$ cat src/rtl/fb_pkg.sv
// Shared constants, opcodes and FSM encoding for the framebuffer draw sequencer.
package fb_pkg;
    localparam int FB_W         = 320;
    localparam int FB_H         = 200;
    localparam int N_BANKS      = 4;
    localparam int BANK_AW      = 14;
    localparam int BANK_SEL_MSB = 15;
    localparam int BANK_SEL_LSB = 14;

    localparam logic [8:0]  X_MAX    = 9'(FB_W - 1);
    localparam logic [7:0]  Y_MAX    = 8'(FB_H - 1);
    localparam logic [15:0] ROW_STEP = 16'(FB_W);

    typedef enum logic [1:0] {
        OP_PLOT  = 2'b00,
        OP_RECT  = 2'b01,
        OP_CLEAR = 2'b10,
        OP_NOP   = 2'b11
    } op_e;

    typedef enum logic [1:0] {
        S_IDLE  = 2'd0,
        S_SETUP = 2'd1,
        S_RUN   = 2'd2,
        S_DONE  = 2'd3
    } state_e;

    typedef struct packed {
        logic [8:0] x0;
        logic [7:0] y0;
        logic [8:0] x1;
        logic [7:0] y1;
    } rect_t;

    // y*320 as two shifts; only valid for the 320-pixel-wide layout.
    function automatic logic [15:0] row_base(input logic [7:0] y);
        return {y, 8'b0} + {2'b0, y, 6'b0};
    endfunction
endpackage

$ cat src/rtl/fb_raster_walk.sv
// Raster-order walker over an inclusive rectangle: x/y counters, running row base, last flag.
module fb_raster_walk
    import fb_pkg::*;
(
    input  logic        clk,
    input  logic        rst_n,
    input  logic        load_i,
    input  logic        step_i,
    input  rect_t       rect_i,
    output logic [15:0] addr_o,
    output logic        last_o
);
    logic [8:0]  x_q, x0_q, x1_q;
    logic [7:0]  y_q, y1_q;
    logic [15:0] row_q;
    logic        x_end;

    assign x_end  = (x_q == x1_q);
    assign last_o = x_end && (y_q == y1_q);
    assign addr_o = row_q + {7'b0, x_q};

    always_ff @(posedge clk or negedge rst_n) begin
        if (!rst_n) begin
            x_q   <= '0;
            x0_q  <= '0;
            x1_q  <= '0;
            y_q   <= '0;
            y1_q  <= '0;
            row_q <= '0;
        end else if (load_i) begin
            x_q   <= rect_i.x0;
            x0_q  <= rect_i.x0;
            x1_q  <= rect_i.x1;
            y_q   <= rect_i.y0;
            y1_q  <= rect_i.y1;
            row_q <= row_base(rect_i.y0);
        end else if (step_i) begin
            if (x_end) begin
                x_q   <= x0_q;
                y_q   <= y_q + 8'd1;
                row_q <= row_q + ROW_STEP;
            end else begin
                x_q   <= x_q + 9'd1;
            end
        end
    end
endmodule

$ cat src/rtl/fb_draw_ctrl.sv
// Drawing-command sequencer: accepts PLOT/RECT/CLEAR/NOP and writes one pixel per cycle
// into the four-bank framebuffer write port.
module fb_draw_ctrl
    import fb_pkg::*;
(
    input  logic               clk,
    input  logic               reset,
    input  logic               cmd_valid,
    output logic               cmd_ready,
    input  logic [1:0]         cmd_op,
    input  logic [8:0]         cmd_x0,
    input  logic [7:0]         cmd_y0,
    input  logic [8:0]         cmd_x1,
    input  logic [7:0]         cmd_y1,
    input  logic               cmd_color,
    output logic [N_BANKS-1:0] fb_we,
    output logic [BANK_AW-1:0] fb_addr,
    output logic               fb_din,
    output logic               busy,
    output logic               done
);
    state_e             state_q, state_d;
    op_e                op_q;
    logic [8:0]         x0_q, x1_q;
    logic [7:0]         y0_q, y1_q;
    logic               color_q;
    logic               ready_q, done_q;
    logic [N_BANKS-1:0] we_q;
    logic [BANK_AW-1:0] addr_q;
    logic               din_q;

    logic               accept;
    logic               empty;
    rect_t              rect;
    logic [15:0]        waddr;
    logic               last;

    assign accept = (state_q == S_IDLE) && ready_q && cmd_valid;

    // Rectangle as seen by the walker; only meaningful while in SETUP.
    always_comb begin
        rect = '{x0: x0_q, y0: y0_q, x1: x1_q, y1: y1_q};
        case (op_q)
            OP_CLEAR: rect = '{x0: 9'd0, y0: 8'd0, x1: X_MAX, y1: Y_MAX};
            OP_PLOT: begin
                rect.x1 = x0_q;
                rect.y1 = y0_q;
            end
            OP_RECT: begin
                if (x1_q > X_MAX) rect.x1 = X_MAX;
                if (y1_q > Y_MAX) rect.y1 = Y_MAX;
            end
            default: ;
        endcase
        empty = (op_q == OP_NOP) || (rect.x0 > rect.x1) || (rect.y0 > rect.y1)
             || (rect.x0 > X_MAX) || (rect.y0 > Y_MAX);
    end

    always_comb begin
        state_d = state_q;
        case (state_q)
            S_IDLE:  if (accept) state_d = S_SETUP;
            S_SETUP: state_d = empty ? S_DONE : S_RUN;
            S_RUN:   if (last) state_d = S_DONE;
            S_DONE:  state_d = S_IDLE;
            default: state_d = S_IDLE;
        endcase
    end

    fb_raster_walk u_walk (
        .clk    (clk),
        .rst_n  (reset),
        .load_i (state_q == S_SETUP),
        .step_i (state_q == S_RUN),
        .rect_i (rect),
        .addr_o (waddr),
        .last_o (last)
    );

    // Outputs are registered one cycle behind the FSM, so ready returns only after the done pulse.
    always_ff @(posedge clk or negedge reset) begin
        if (!reset) begin
            state_q <= S_IDLE;
            op_q    <= OP_PLOT;
            x0_q    <= '0;
            x1_q    <= '0;
            y0_q    <= '0;
            y1_q    <= '0;
            color_q <= 1'b0;
            ready_q <= 1'b0;
            done_q  <= 1'b0;
            we_q    <= '0;
            addr_q  <= '0;
            din_q   <= 1'b0;
        end else begin
            state_q <= state_d;
            ready_q <= (state_q == S_IDLE) && !accept;
            done_q  <= (state_q == S_DONE);
            if (accept) begin
                op_q    <= op_e'(cmd_op);
                x0_q    <= cmd_x0;
                x1_q    <= cmd_x1;
                y0_q    <= cmd_y0;
                y1_q    <= cmd_y1;
                color_q <= cmd_color;
            end
            if (state_q == S_RUN) begin
                we_q   <= {{(N_BANKS-1){1'b0}}, 1'b1} << waddr[BANK_SEL_MSB:BANK_SEL_LSB];
                addr_q <= waddr[BANK_AW-1:0];
                din_q  <= color_q;
            end else begin
                we_q   <= '0;
            end
        end
    end

    assign cmd_ready = ready_q;
    assign busy      = (state_q != S_IDLE) || done_q;
    assign done      = done_q;
    assign fb_we     = we_q;
    assign fb_addr   = addr_q;
    assign fb_din    = din_q;
endmodule

$ cat config.mk
export PLATFORM = sky130hd
export DESIGN_NAME = fb_draw_ctrl
export DESIGN_NICKNAME = d
export VERILOG_FILES = /design/src/rtl/fb_pkg.sv /design/src/rtl/fb_raster_walk.sv /design/src/rtl/fb_draw_ctrl.sv
export SDC_FILE = /design/constraint.sdc
export NUM_CORES = 1
export LEC_CHECK = 0
export BUFFER_PORTS_ARGS = -buffer_cell sky130_fd_sc_hd__clkbuf_2
export CORE_ASPECT_RATIO = 2
export CORE_MARGIN = 8
export CORE_UTILIZATION = 40
export DETAILED_ROUTE_END_ITERATION = 12
export SLEW_MARGIN = 5
export SYNTH_ARGS = -nofsm -noshare
export SYNTH_HDL_FRONTEND = slang
export SYNTH_SLANG_ARGS = --single-unit
$ cat constraint.sdc
create_clock -name clk -period 3.6 [get_ports clk]
set_input_delay 0 -clock clk [delete_from_list [all_inputs] [get_ports clk]]
set_output_delay 0 -clock clk [all_outputs]
set_load 0.01 [all_outputs]
# ---- Word level (Yosys, flattened, before mapping)
# Cells that the tools add are included.
dict set report word_totals {
  register_bits 119
  inputBits 40
  out_inout_bits 22
  elab_cells 75
}
dict set report op_classes {
  addsub 5
  magnitude_cmp 6
  n_eq_ne 10
  shifts 1
  muxes 18
  n_reduce_logical 17
}
# operator n
set ops {}
lappend ops {{$pmux 17 s3} 1}
lappend ops {{$mux 16} 3}
lappend ops {{$mux 9} 4}
lappend ops {{$mux 8} 4}
lappend ops {{$gt 9x9->1 const B} 2}
lappend ops {{$mux 17} 1}
lappend ops {{$add 16x14->16} 1}
lappend ops {{$add 16x9->16} 1}
lappend ops {{$add 16x9->16 const B} 1}
lappend ops {{$gt 8x8->1 const B} 2}
lappend ops {{$add 9x1->9 const B} 1}
lappend ops {{$eq 9x9->1} 1}
lappend ops {{$gt 9x9->1} 1}
lappend ops {{$add 8x1->8 const B} 1}
lappend ops {{$eq 2x2->1 const B} 4}
lappend ops {{$eq 8x8->1} 1}
lappend ops {{$gt 8x8->1} 1}
lappend ops {{$pmux 2 s4} 1}
lappend ops {{$reduce_bool 2->1} 3}
lappend ops {{$logic_or 1x1->1} 5}
lappend ops {{$eq 2x1->1 const B} 2}
lappend ops {{$logic_and 1x1->1} 4}
lappend ops {{$logic_not 2->1} 2}
lappend ops {{$mux 2} 2}
lappend ops {{6 further kinds} 8}

# ---- Depth between registers and ports, before layout
# Gate-level depths: netlist of run 1.
dict set report depth {
  depth_word 10
  depth_mapped 14
  depth_no_buf 13
}

# ---- By module
# Synthesis of run 1 repeated with hierarchy kept, for this count alone.
dict set report hier_totals {
  hier_cells 589
  hier_area_um2 6332.3
}
# module instances cells_per_inst area_each_um2 seq_area_each_um2
set by_module_without_submodules {}
lappend by_module_without_submodules {fb_raster_walk 1 335 3290.7 1326.3}
lappend by_module_without_submodules {fb_draw_ctrl 1 254 3041.7 1501.4}

# ---- Worst setup path after synthesis of run 1
# Ideal clock, no wire load.
dict set report synth_timing {
  path_kind {reg2reg}
  start {register op_q[0]}
  end {register u_walk.row_q[14]}
  setup_ns 0.127
  t_arrival_ns 2.488
  required_ns 3.473
  slack_ns 0.985
  stages_incl_launch_ff 15
  path_buffers 2
  synth_period_minus_slack_ns 2.615
  path_cell_list {dfrtp_1 nand2b_1 clkbuf_1 clkbuf_1 and2_1 ha_1 inv_1 fa_1 nor2b_1 o21ai_0 nand2b_1 a2111o_1 o21ai_0 a21oi_1 o2bb2ai_1}
}
dict set report synth_via {
  elab_chain_cells 4
}
# item line_no
set synth_lines {}
lappend synth_lines {{start: declaration} fb_draw_ctrl.sv:23} ;# op_e op_q;
lappend synth_lines {{start signal: assignment} fb_draw_ctrl.sv:100} ;# op_q <= op_e'(cmd_op);
lappend synth_lines {{$eq 2x2->1} fb_draw_ctrl.sv:43} ;# case (op_q)
lappend synth_lines {{$mux 17} fb_draw_ctrl.sv:43}
lappend synth_lines {{$add 16x14->16} fb_pkg.sv:37} ;# return {y, 8'b0} + {2'b0, y, 6'b0};
lappend synth_lines {{$mux 16} fb_raster_walk.sv:30} ;# end else if (load_i) begin
lappend synth_lines {{end signal: assignment} fb_raster_walk.sv:36} ;# row_q <= row_base(rect_i.y0);
lappend synth_lines {{end signal: assignment} fb_raster_walk.sv:41} ;# row_q <= row_q + ROW_STEP;
lappend synth_lines {{end: declaration} fb_raster_walk.sv:15} ;# logic [15:0] row_q;
# No other way between the ends.
# A chain may end at the register's enable or synchronous reset.

# ---- Final worst setup path of run 1
dict set report layout_timing {
  start {register op_q[0]}
  end {register u_walk.row_q[15]}
}
# The elaborated chain is that of the path after synthesis.

==> results of run 1 <==
[stage by stage]
step	util [%]	hold slack [ps]
after floorplan	-	-296
after global placement	43.4	195
after detailed placement	43.4	202
after CTS	49.9	310
after global routing	49.9	343
final	49.9	255
[power by group]
group,internal (W),switching [W]
registers,0.00189,0.000628
logic,0.00171,0.00198
clock network,0.00112,0.000649
[cells in the mapped netlist, types with 5 or more instances]
master | count | share of area (%)
a21oi_1 | 38 | 3.0
a22oi_1 | 6 | 0.72
a31oi_1 | 6 | 0.60
and2_1 | 12 | 1.2
clkbuf_1 | 27 | 1.6
dfrtp_1 | 113 | 45
ha_1 | 34 | 6.8
inv_1 | 24 | 1.4
mux2_2 | 51 | 9.2
mux2i_1 | 7 | 1.1
nand2_1 | 64 | 3.8
nand2b_1 | 5 | 0.50
nand3_1 | 13 | 1.0
nand4_1 | 10 | 1.0
nor2_1 | 31 | 1.9
nor2b_1 | 5 | 0.50
nor3_1 | 12 | 0.96
o211ai_1 | 8 | 0.96
o21ai_0 | 52 | 4.2
o22ai_1 | 15 | 1.5
xnor2_1 | 23 | 3.2
xor2_1 | 8 | 1.1
[repair_timing]
item,CTS,global route
hold endpoints to repair,108,0
setup endpoints to repair,0,0
resized for setup,0,0
hold buffers,39,0
[layout make-up]
cell class	instances	area (um^2)	area share [%]
sequential	113	2830	36.5
tap	201	251	3.25
clock buffer	18	439	5.67
inverter	24	90.1	1.16
timing repair buffer	110	786	10.1
clock inverter	14	179	2.31
multi-input combinational	453	3180	41.0
[worst max-delay path: stages, from the launching register on]
cell and delay (ps):
dfrtp_1 410, nand2b_1 590, nand2_1 230, inv_1 180, ha_1 250, a21oi_1 190, o21ai_0 140, o21a_1 190
o21ai_0 270, mux2i_1 220, o22ai_1 110, nor3_2 140
[path summary, 6_finish.rpt]
path,endpoint,cells after the start,slack (ps)
hold reg to reg,u_walk.x0_q[2]$_DFFE_PN0P_,2,470
hold / removal,fb_addr[12]$_DFFE_PN0P_,2,250
max in group asynchronous,x1_q[7]$_DFFE_PN0P_,3,2580
setup reg to reg,u_walk.row_q[15]$_DFFE_PN0P_,11,590
min in group clk,x1_q[4]$_DFFE_PN0P_,3,350
setup / recovery,u_walk.row_q[15]$_DFFE_PN0P_,11,590
[registers in the layout, summed over array words and instances, names as in the netlist, 2 cells and up]
register      flops
fb_addr          14
u_walk.x_q        9
y0_q              8
u_walk.row_q     10
u_walk.y_q        8
x0_q              9
fb_we             4
state_q           2
op_q              2
u_walk.x0_q       9
x1_q              9
u_walk.x1_q       9
y1_q              8
u_walk.y1_q       8
[kinds of logic (layout without fill, tap and decap cells)]
kind of cell	Yosys count	after routing	share of synthesized area, %
adders and majority gates	35	35	7.11
buffers and inverters	57	166	4.22
muxes	58	58	10.3
and+or+nand+nor	170	170	13.0
DFF	113	113	45.1
AOI/OAI and AO/OA	157	157	15.4
xor gates and xnor gates	33	33	4.85
[routing by layer]
layer  track usage [%]  wire (um)  up-vias
met2              25.0       6950      114
met5                 0          0        -
met4              4.71        154        0
li1                  -          -     2410
met1              19.7       6810     2309
met3              3.99        740       11
==> impl_metrics.env, run 1 <==
export IMPL_hold_violations=0
export IMPL_relSlewSlack_pct=38.7
export IMPL_endpoint_kind="flip-flop"
export IMPL_clock_latency_ps=420
export IMPL_post_drt_via_cell_ratio=5.19
export IMPL_grt_overflow=0
export IMPL_final_layout_size_suffix_gt1_share_pct=22.7
export IMPL_dp_cells=862
export IMPL_crit_path_start_kind="flip-flop"
export IMPL_post_drt_wl_per_cell_um=15.7
export IMPL_vdd_ir_drop_max_uv=541
export IMPL_synth_flop_cell="dfrtp_1"
export IMPL_syn_area_per_cell_um2=10.1
export IMPL_ys_ff_latch=113
export IMPL_nFillCells=1384
export IMPL_drc=0
export IMPL_cts_tree="built"
export IMPL_run_status="complete, no violations"
export IMPL_synth_distinct_cells=55
export IMPL_io_pins=62
export IMPL_final_common_cell="dfrtp_1"
export IMPL_crit_path_max_fanout=22
export IMPL_root_buffer="clkbuf_16"
export IMPL_period_needed_ps=3010
export IMPL_drv_cap=0
export IMPL_grt_pass1_wl_mm=25.2
export IMPL_clk_pin_slew_ps=60
export IMPL_fin_tns_setup_ps=0
export IMPL_vias=4844
export IMPL_grt_pass1_vias=5012
export IMPL_rsz0062_at_grt="false"
export IMPL_insertedDiodeCount=0
export IMPL_grt_usage_pct=15.4
export IMPL_place_congestion=0.857
export IMPL_placed_area_mm2=0.00674
export IMPL_die_h_um=193
export IMPL_portBuffers=61
export IMPL_setup_violations=0
export IMPL_core_mm2=0.0155
export IMPL_antenna_left=0
export IMPL_instances_no_fill=933
export IMPL_area_growth_synth_to_final_pct=23.7
export IMPL_fin_crit_sh_pct=83.7
export IMPL_synth_cell_area_mm2=0.00626
export IMPL_crit_type="reg2reg"
export IMPL_drt_iter0_markers=260
export IMPL_synth_yosys_warnings=0
export IMPL_dp_slack_ps=587
export IMPL_fin_nets=794
export IMPL_clock_sinks=113
export IMPL_initial_utilization_pct=40.3
export IMPL_dp_hpwl_mm=10.7
export IMPL_synthArstFlopShare_pct=100
export IMPL_leakagePower_nw=3.51
export IMPL_syn_num_nets=698
export IMPL_firstDrtPassIters=4
export IMPL_startpoint="op_q[0]$_DFFE_PN0P_"
export IMPL_clk_path_buf_depth=2
export IMPL_grt_max_degree=72
export IMPL_fmax_mhz=332
export IMPL_cts_max_level=4
export IMPL_final_cell_mix="dfrtp_1 (113), nand2_1 (64), clkbuf_2 (60)"
export IMPL_critPathArrivalTime_ps=3350
export IMPL_layout_setup_ws_ps=586
export IMPL_postCtsSetupBuffers=0
export IMPL_ys_seq_area_share_pct=45.1
export IMPL_cp_data_required_time_ps=3940
export IMPL_syn_instance_count=623
export IMPL_final_area_mm2=0.00775
export IMPL_routed_wirelength_mm=14.7
export IMPL_skew_ps=8.92
export IMPL_power_per_cell_area_mw_per_mm2=1030
export IMPL_slew_viol_final=0
export IMPL_die_w_um=104
export IMPL_cts_buffers=17
export IMPL_die_area_mm2=0.0202
export IMPL_num_rows=65
export IMPL_grt_antenna_before_repair=0
export IMPL_hp_class="in2async"
export IMPL_worst_slew_pin_slew_ps=920
export IMPL_synth_edff_count=0
export IMPL_worstReg2RegStart="op_q[0]$_DFFE_PN0P_"
export IMPL_p_total_w=0.00798
Note: power is estimated with default switching activity, not from simulation.
==> run 2, diff against run 1 <==
==> constraint.sdc (replaced) <==
create_clock -name clk -period 3 [get_ports clk]
set_input_delay 0 -clock clk [delete_from_list [all_inputs] [get_ports clk]]
set_output_delay 0 -clock clk [all_outputs]
set_load 0.01 [all_outputs]
==> run 2 against run 1 <==
  * Die area did not move
  * Register-to-register slack worse by 290 ps
  * Utilization is 0.16 points lower
  * Sequential power rose by 21%
  * Combinational power grew 22%
  * Clock power is 14% higher
  * Global-route usage up 0.66 points
  * Non-clock buffer count is 2 higher
  * Clock skew fell by 1.4 ps
  * Critical path depth is the same
  * Wire length increased by 3.9%
  * Power grew 20%
==> impl_metrics.env, run 2 (synthesized netlist as in run 1, its figures left out) <==
export IMPL_skew_ps=7.52
export IMPL_r2r_cells=11
export IMPL_grt_max_degree=39
export IMPL_clock_sinks=113
export IMPL_multiInputGateArea_mm2=0.00318
export IMPL_dp_cells=864
export IMPL_post_drt_wl_per_cell_um=16.3
export IMPL_hold_violations=0
export IMPL_clk_path_buf_depth=2
export IMPL_r2r_end="u_walk.row_q[15]$_DFFE_PN0P_"
export IMPL_num_rows=65
export IMPL_power_per_cell_area_mw_per_mm2=1240
export IMPL_vdd_ir_drop_max_uv=607
export IMPL_core_mm2=0.0155
export IMPL_regToRegSetupSlack_ps=290
export IMPL_hold_slack_ps=86.9
export IMPL_routed_wirelength_mm=15.2
export IMPL_grt_pass1_wl_mm=26.2
export IMPL_crit_path_max_fanout=11
export IMPL_place_congestion=0.927
export IMPL_dp_hpwl_mm=11.0
export IMPL_setup_violations=0
export IMPL_run_status="complete, no violations"
export IMPL_grt_pass1_vias=5204
export IMPL_hp_class="in2async"
export IMPL_instances_no_fill=934
export IMPL_die_w_um=104
export IMPL_initial_utilization_pct=40.3
export IMPL_slew_viol_final=0
export IMPL_fin_crit_sh_pct=90.2
export IMPL_crit_path_start_kind="flip-flop"
export IMPL_portBuffers=61
export IMPL_root_buffer="clkbuf_16"
export IMPL_final_area_mm2=0.00772
export IMPL_relSlewSlack_pct=37.0
export IMPL_final_cell_mix="dfrtp_1 (113), nand2_1 (64), clkbuf_2 (60)"
export IMPL_die_area_mm2=0.0202
export IMPL_postCtsSetupBuffers=0
export IMPL_grt_usage_pct=16.1
export IMPL_grt_overflow=0
export IMPL_worst_slew_pin_slew_ps=943
export IMPL_rsz0062_at_grt="false"
export IMPL_drc=0
export IMPL_post_drt_via_cell_ratio=5.32
export IMPL_worstReg2RegStart="op_q[0]$_DFFE_PN0P_"
export IMPL_fmax_mhz=370
export IMPL_crit_type="reg2reg"
export IMPL_drt_iter0_markers=190
export IMPL_insertedDiodeCount=0
export IMPL_cts_tree="built"
export IMPL_vias=4967
export IMPL_io_pins=62
export IMPL_endpoint_kind="flip-flop"
export IMPL_die_h_um=193
export IMPL_fin_nets=796
export IMPL_nFillCells=1417
export IMPL_area_growth_synth_to_final_pct=23.3
export IMPL_fin_tns_setup_ps=0
export IMPL_drv_cap=0
export IMPL_cp_data_required_time_ps=3330
export IMPL_clk_pin_slew_ps=50
export IMPL_critPathArrivalTime_ps=3040
export IMPL_placed_area_mm2=0.00674
export IMPL_antenna_left=0
export IMPL_largest_reg_flops=14
export IMPL_clock_latency_ps=410
export IMPL_firstDrtPassIters=5
export IMPL_cts_max_level=4
export IMPL_regArea_mm2=0.00283
export IMPL_cts_buffers=17
export IMPL_final_common_cell="dfrtp_1"
export IMPL_final_layout_size_suffix_gt1_share_pct=22.6
export IMPL_period_needed_ps=2710
export IMPL_grt_antenna_before_repair=0
export IMPL_leakagePower_nw=3.51
export IMPL_p_total_w=0.00955
## run 2: cell types whose count changed in the layout (fill, tap and decap cells not counted), sizes merged
cell and change:
buf +2, bufinv -1, clkbuf +4, inv -4
## run 2: routing by layer
metal	vias to the layer above	share of wire (%)	track usage, %
met5	-	0	0
met4	0	1.3	5.78
met1	2425	46	20.0
met3	14	4.6	4.09
met2	112	48	26.4
li1	2416	-	-
## run 2: final cells by class
cell class | instances | share of cell area [%]
well taps | 201 | 3.26
multi-input cells | 453 | 41.1
clock buffers | 22 | 6.27
flip-flops and latches | 113 | 36.6
inverters | 24 | 1.17
repair buffers | 112 | 10.2
clock inverters | 9 | 1.38
## run 2: through the flow
step / util, % / setup WS, ps
5_1_grt: 49.7 / 56.5
3_3_place_gp: 43.4 / 387
3_5_place_dp: 43.4 / 286
4_1_cts: 49.7 / 279
6_report: 49.7 / 294
2_1_floorplan: - / 385
## run 2: what timing repair did
action	in CTS	in global routing
hold buffers	39	0
hold endpoints to repair	72	0
gates resized for setup	0	0
## run 2: report_power, final
part           total (W)  internal [W]  switching (W)
clock            0.00200       0.00130       0.000698
combinational    0.00451       0.00207        0.00244
sequential       0.00304       0.00227       0.000776
## run 2: worst max-delay path, stage by stage (launching register included)
cell      delay [ps]
dfrtp_1          410
nand2b_1         320
nand2_1          210
inv_1            120
ha_1             300
a21oi_1          170
o21ai_0          140
o21a_1           190
o21ai_0          260
mux2i_1          230
o22ai_1          110
nor3_2           150
## run 2: how the worst max path moves through the flow
stage | from | end | slack, ps | cells past startpoint
2_1_floorplan | op_q[0]$_DFFE_PN0P_ | u_walk.row_q[14]$_DFFE_PN0P_ | 380 | 14
3_3_place_gp | op_q[0]$_DFFE_PN0P_ | u_walk.row_q[15]$_DFFE_PN0P_ | 390 | 11
3_5_place_dp | op_q[0]$_DFFE_PN0P_ | u_walk.row_q[15]$_DFFE_PN0P_ | 290 | 11
4_1_cts | op_q[0]$_DFFE_PN0P_ | u_walk.row_q[15]$_DFFE_PN0P_ | 280 | 11
5_1_grt | op_q[0]$_DFFE_PN0P_ | u_walk.row_q[15]$_DFFE_PN0P_ | 60 | 11
6_report | op_q[0]$_DFFE_PN0P_ | u_walk.row_q[15]$_DFFE_PN0P_ | 290 | 11
